`src/rtl/pipeline_stall_ctrl.sv`:
```
// rtl/pipeline_stall_ctrl.sv - pipeline hazard/stall/flush controller with stall watchdog
// Optional perf counters (lu_stall_cnt, mem_stall_cnt) enabled by defining STALL_PERF_CNT_EN.
module pipeline_stall_ctrl #(
  parameter int unsigned FLUSH_CYCLES  = 1,
  parameter int unsigned STALL_TIMEOUT = 255
) (
  input  logic        clk,
  input  logic        rst_n,
  input  logic        hz_load_use,
  input  logic        branch_taken,
  input  logic        dmem_busy,
  output logic        pc_en,
  output logic        if_id_en,
  output logic        if_id_flush,
  output logic        id_ex_bubble,
  output logic        ex_mem_en,
  output logic [1:0]  ctrl_state,
  output logic        timeout
`ifdef STALL_PERF_CNT_EN
  ,
  output logic [31:0] lu_stall_cnt,
  output logic [31:0] mem_stall_cnt
`endif
);

  typedef enum logic [1:0] {
    RUN      = 2'd0,
    MEM_WAIT = 2'd1,
    FLUSH    = 2'd2,
    ILLEGAL  = 2'd3
  } state_t;

  localparam logic [3:0] FLUSH_RELOAD = 4'(FLUSH_CYCLES - 1);
  localparam logic [7:0] STALL_LIMIT  = 8'(STALL_TIMEOUT);
  localparam bit         MULTI_FLUSH  = (FLUSH_CYCLES > 1);

  state_t     state;
  state_t     state_nxt;
  logic [3:0] flush_cnt;
  logic [3:0] flush_cnt_nxt;
  logic [7:0] stall_cnt;
  logic       lu_act;
  logic       mem_hold;

  always_ff @(posedge clk or negedge rst_n) begin
    if (!rst_n) begin
      state     <= RUN;
      flush_cnt <= 4'd0;
    end else begin
      state     <= state_nxt;
      flush_cnt <= flush_cnt_nxt;
    end
  end

  // Priority is dmem_busy > branch_taken > hz_load_use regardless of state;
  // MEM_WAIT and the unused encoding decide exactly like RUN once memory is ready.
  always_comb begin
    state_nxt     = state;
    flush_cnt_nxt = flush_cnt;
    pc_en         = 1'b1;
    if_id_en      = 1'b1;
    ex_mem_en     = 1'b1;
    if_id_flush   = 1'b0;
    id_ex_bubble  = 1'b0;
    lu_act        = 1'b0;
    mem_hold      = 1'b0;

    if (dmem_busy) begin
      pc_en     = 1'b0;
      if_id_en  = 1'b0;
      ex_mem_en = 1'b0;
      mem_hold  = 1'b1;
      state_nxt = (state == FLUSH) ? FLUSH : MEM_WAIT;
    end else if (branch_taken) begin
      if_id_flush  = 1'b1;
      id_ex_bubble = 1'b1;
      if (MULTI_FLUSH) begin
        state_nxt     = FLUSH;
        flush_cnt_nxt = FLUSH_RELOAD;
      end else begin
        state_nxt     = RUN;
        flush_cnt_nxt = 4'd0;
      end
    end else if (state == FLUSH) begin
      if_id_flush   = 1'b1;
      id_ex_bubble  = 1'b1;
      flush_cnt_nxt = (flush_cnt == 4'd0) ? 4'd0 : flush_cnt - 4'd1;
      state_nxt     = (flush_cnt <= 4'd1) ? RUN : FLUSH;
    end else if (hz_load_use) begin
      pc_en        = 1'b0;
      if_id_en     = 1'b0;
      id_ex_bubble = 1'b1;
      lu_act       = 1'b1;
      state_nxt    = RUN;
    end else begin
      state_nxt = RUN;
    end

    if (!rst_n) begin
      pc_en        = 1'b0;
      if_id_en     = 1'b0;
      ex_mem_en    = 1'b0;
      if_id_flush  = 1'b0;
      id_ex_bubble = 1'b0;
      lu_act       = 1'b0;
      mem_hold     = 1'b0;
    end
  end

  assign ctrl_state = state;

  // Watchdog only observes pc_en; it never feeds back into pipeline control.
  always_ff @(posedge clk or negedge rst_n) begin
    if (!rst_n) begin
      stall_cnt <= 8'd0;
      timeout   <= 1'b0;
    end else if (!pc_en) begin
      if (stall_cnt < STALL_LIMIT) begin
        stall_cnt <= stall_cnt + 8'd1;
      end
      if (({1'b0, stall_cnt} + 9'd1) >= {1'b0, STALL_LIMIT}) begin
        timeout <= 1'b1;
      end
    end else begin
      stall_cnt <= 8'd0;
    end
  end

`ifdef STALL_PERF_CNT_EN
  always_ff @(posedge clk or negedge rst_n) begin
    if (!rst_n) begin
      lu_stall_cnt  <= 32'd0;
      mem_stall_cnt <= 32'd0;
    end else begin
      if (lu_act) begin
        lu_stall_cnt <= lu_stall_cnt + 32'd1;
      end
      if (mem_hold) begin
        mem_stall_cnt <= mem_stall_cnt + 32'd1;
      end
    end
  end
`else
  logic unused_perf;
  assign unused_perf = lu_act ^ mem_hold;
`endif

endmodule

```
`config.mk`:
```
export PLATFORM = sky130hd
export DESIGN_NAME = pipeline_stall_ctrl
export DESIGN_NICKNAME = d
export VERILOG_FILES = /design/src/rtl/pipeline_stall_ctrl.sv
export SDC_FILE = /design/constraint.sdc
export NUM_CORES = 1
export LEC_CHECK = 0
export BUFFER_PORTS_ARGS = -buffer_cell sky130_fd_sc_hd__buf_2
export CAP_MARGIN = 30
export CORE_ASPECT_RATIO = 0.9
export CORE_MARGIN = 10
export CORE_UTILIZATION = 51
export DETAILED_ROUTE_END_ITERATION = 10
export PLACE_DENSITY = 0.73
export SLEW_MARGIN = 20
export SYNTH_ARGS = -nofsm -noshare
export SYNTH_HDL_FRONTEND = slang
export SYNTH_SLANG_ARGS = --single-unit
```
`constraint.sdc`:
```
create_clock -name clk -period 2.05 [get_ports clk]
set_clock_uncertainty 0.15 [all_clocks]
set_input_delay 0.41 -clock clk [delete_from_list [all_inputs] [get_ports clk]]
set_output_delay 0.41 -clock clk [all_outputs]
set_load 0.03 [all_outputs]
```
# Yosys cells after proc, flatten, opt, wreduce, memory -nomap -nowiden
# Cells that the tools add are included.
# word_totals
regBits,15
out_inout_bits,8
in_bits,5
# op_classes
magnitude_cmp,3
addsub,3
reduce_logical,5
n_mux,26
eq_ne,1
bitwise,2
# ops
op,n
2-to-1 mux 1 bit,16
2-to-1 mux 8 bit,2
2-to-1 mux 4 bit,3
2-to-1 mux 2 bit,5
adder 8 x 1 -> 9 bit (second input constant),1
>= comparator 9 x 8 -> 1 bit (second input constant),1
adder 8 x 1 -> 8 bit (second input constant),1
< comparator 8 bit (second input constant),1
less-or-equal comparator 4 x 1 -> 1 bit (second input constant),1
logical NOT 4 bit,1
AND reduction 2 bit,2
nonzero test 2 bit,2
subtractor 4 x 1 -> 4 bit (second input constant),1
equality test 2 bit (second input constant),1
NOT 1 bit,2

# Longest topological paths before layout
# logic_depth
word_depth,7
mapped_depth,6
mapped_depth_nobuf,5

# Least setup slack after synthesis
# No wires, ideal clock.
# synth_timing
kind,register to output
startpoint,"reg state[0], in the netlist ctrl_state[0]"
endpoint,out pc_en
n_path_buf,3
arrival_time_ns,1.527
setup_slack_ns,-0.037
stages_incl_launch_ff,6
path_cell_list,dfrtp_1 nand2b_1 clkbuf_1 a31oi_1 buf_2 buf_4
# synth_via
elab_chain_len,5
# synth_rtl
element,line,text
from (decl),37,state_t state;
from (signal assigned),50,state <= state_nxt;
equality test 2 bit,84,end else if (state == FLUSH) begin
2-to-1 mux 1 bit (4 in a row),-,
to (decl),12,"output logic pc_en,"
# No other way between the ends.

# Worst setup path in the final report
# layout_timing
startpoint,"reg state[0], in the netlist ctrl_state[0]"
endpoint,out if_id_en
# layout_via
elab_chain_len,5
# layout_rtl
element,line,text
equality test 2 bit,84,
2-to-1 mux 1 bit,84,
2-to-1 mux 1 bit,74,end else if (branch_taken) begin
2-to-1 mux 1 bit,68,if (dmem_busy) begin
2-to-1 mux 1 bit,99,if (!rst_n) begin
to (decl),13,"output logic if_id_en,"
# No other way between the ends.

==> metrics.cfg <==
[outcome]
status = completed

[flow_run]
drv_cap = 0

[routing]
drc = 0
drt_pass1_iterations = 4
ant_nets = 0
drtIter0Drc = 16
routed_wl_mm = 1.61
via_per_inst = 5.73
wl_per_cell_um = 14.1
vias = 653

[die]
die_w_um = 62.0
fp.dieH_um = 57.8
rows = 13
start_util = 0.552
core_um2 = 1460
ios = 13
dieArea_um2 = 3580

[worst_setup_path]
crit_fanout = 8
r2r_start = stall_cnt[0]$_DFFE_PN0P_
rrSetupSlack_ns = 0.33
critPathSlowestCell = dfrtp_1
cp_cell_sequence = nand2b_2 -> a31oi_4 -> buf_2
r2r_cells = 5
cp_data_required_time_ns = 1.49
crit_cells = 3
critPathBufInv = 1
critical_path_class = flop to primary output
critical_path.startpoint = ctrl_state[0]$_DFF_PN0_
regToRegEndpoint = timeout$_DFFE_PN0P_
startpoint_type = flop
worstSetupEndpointType = primary output
worst_path_largest_cell_delay_ns = 0.39
arrival_ns = 1.39
crit_path_end = if_id_en
crit_family = flip-flops

[worst_hold_path]
worstHoldPathType = input pin to flop

[place]
dpl_worst_slack_ns = 0.188
gp_congestion = 0.793
dp_hpwl_mm = 1.20
port_buffers = 12
place_area_um2 = 876

[timing]
setup_viol = 0
slew_headroom = 0.815
timing.final.ws_setup_ns = 0.103
slew_violations = 0
period_share = 0.950
tightest_slew_ns = 0.274
tns_ns = 0
fmax_mhz = 514
rsz0062_at_grt = false
hold_violations = 0
min_period_ns = 1.95

[grt]
grt_pass1_vias = 629
grt_use_total = 0.106
grt_max_degree = 16
antenna_found_initial = 0
grt_first_pass_wirelength_mm = 2.86
overflow = 0

[finish]
stdcell_area_um2 = 930
nets = 107
fill_cells = 120
regArea_um2 = 375
area_growth_pct = 15.0
n_antenna_cell = 0
drive_gt1_frac = 0.242
multiInputGateArea_um2 = 409

[yosys]
ys_warn_count = 0
post-synth-top-count-cell = dfrtp_1
synth_edf_count = 0
syn-instance-count = 85
ys_types = 31
synthFlopType = dfrtp_1
syn_area_per_cell_um2 = 9.51
ys_top_cells_by_area = dfrtp_1 46%, nor2_1 4.6%, a21oi_1 4.3%
syn_area_um2 = 808
synth_seq_cells = 15
synth-async-reset-ratio = 1.00
syn_nets = 92
seq_area_frac_synth = 0.464
synth_area_leader_cell = dfrtp_1
yosysTopAreaCellShare = 0.464
synth_commonest_cells = 15 x dfrtp_1, 10 x nor2_1, 7 x a21oi_1

[clock_network]
insertion_delay_ns = 0.28
numCtsBuffers = 3
numClockSinks = 15
cts.clk_slew.worst_paths_ns = 0.08
clock-root-buffer = clkbuf_4
cts_tree = yes
clock_path_buffers = 2
post_cts_buffers = 0
ctsHtreeMaxLevel = 1

[power]
ir_drop_v = 0.000530
p_total_mw = 0.717
power.density_nw_per_um2 = 771
p_leak_nw = 0.426

## layout make-up
cell class | count | area share
timing repair buffer | 15 | 0.0915
multi-input combinational | 61 | 0.440
inverter | 4 | 0.0162
tap | 15 | 0.0202
clock buffer | 4 | 0.0283
sequential | 15 | 0.404
## power breakdown
part | switching, mW | internal [mW] | total [mW]
registers | 0.0480 | 0.336 | 0.384
clock network | 0.0870 | 0.0754 | 0.162
logic | 0.0909 | 0.0795 | 0.170
total | 0.226 | 0.491 | 0.717
## placed cells by master (no fill, tap or decap), types with 2 or more instances in the layout
| cell | count |
|---|---|
| nor3_1 | 2 |
| o21ai_0 | 4 |
| ha_1 | 2 |
| xor2_1 | 2 |
| xnor2_1 | 3 |
| nand3_1 | 3 |
| buf_4 | 2 |
| a21oi_1 | 7 |
| nand2_1 | 2 |
| buf_2 | 12 |
| clkbuf_4 | 3 |
| and3_1 | 3 |
| nand2b_1 | 3 |
| dfrtp_1 | 15 |
| nor2_1 | 10 |
| and2_1 | 2 |
| inv_1 | 4 |
| a31oi_1 | 3 |
## worst min path at each step
| stage | start | endpoint | cells past startpoint |
|---|---|---|---|
| 2_1_floorplan | rst_n | ctrl_state[0]$_DFF_PN0_ | 0 |
| 3_3_place_gp | rst_n | flush_cnt[1]$_DFFE_PN0P_ | 2 |
| 3_5_place_dp | rst_n | stall_cnt[4]$_DFFE_PN0P_ | 2 |
| 4_1_cts | branch_taken | flush_cnt[2]$_DFFE_PN0P_ | 2 |
| 5_1_grt | branch_taken | flush_cnt[2]$_DFFE_PN0P_ | 2 |
| 6_report | branch_taken | flush_cnt[2]$_DFFE_PN0P_ | 2 |
## routing by layer
layer  vias up  GRT usage  wire length, um
met5         -          0                0
met3         2     0.0654              116
li1        328          -                -
met1       310      0.134              769
met2        13      0.146              716
met4         0     0.0287                8
## worst reg2reg max path: stages (launching register included)
cell and delay [ns]:
dfrtp_1 0.43, ha_1 0.23, and3_1 0.27, nand3_2 0.22, o21ba_2 0.26, o41ai_1 0.05
## registers in the layout, summed over array words and instances (netlist names)
| register | count |
|---|---|
| ctrl_state | 2 |
| stall_cnt | 8 |
| timeout | 1 |
| flush_cnt | 4 |
## timing repair
item	CTS	global route
setup endpoints to repair	2	2
pin swaps	0	0
hold endpoints to repair	15	0
resized for setup	1	2
hold buffers	1	0
## cells by family after synthesis
| family | count (synthesis) | share of synthesized area |
|---|---|---|
| and+or+nand+nor | 31 | 0.221 |
| buffers and inverters | 9 | 0.0511 |
| DFF | 15 | 0.464 |
| AOI/OAI and AO/OA | 23 | 0.178 |
| xor gates and xnor gates | 5 | 0.0542 |
| adders and majority gates | 2 | 0.0310 |
## per-stage QoR
stage                     utilization  hold slack (ns)  std cells
after floorplan                     -          -0.0356         85
after global placement          0.598            0.237        109
after detailed placement        0.598            0.231        109
after CTS                       0.627            0.212        114
after global routing            0.635            0.216        114
final                           0.635            0.229        114
(Power assumes the default switching activity.)
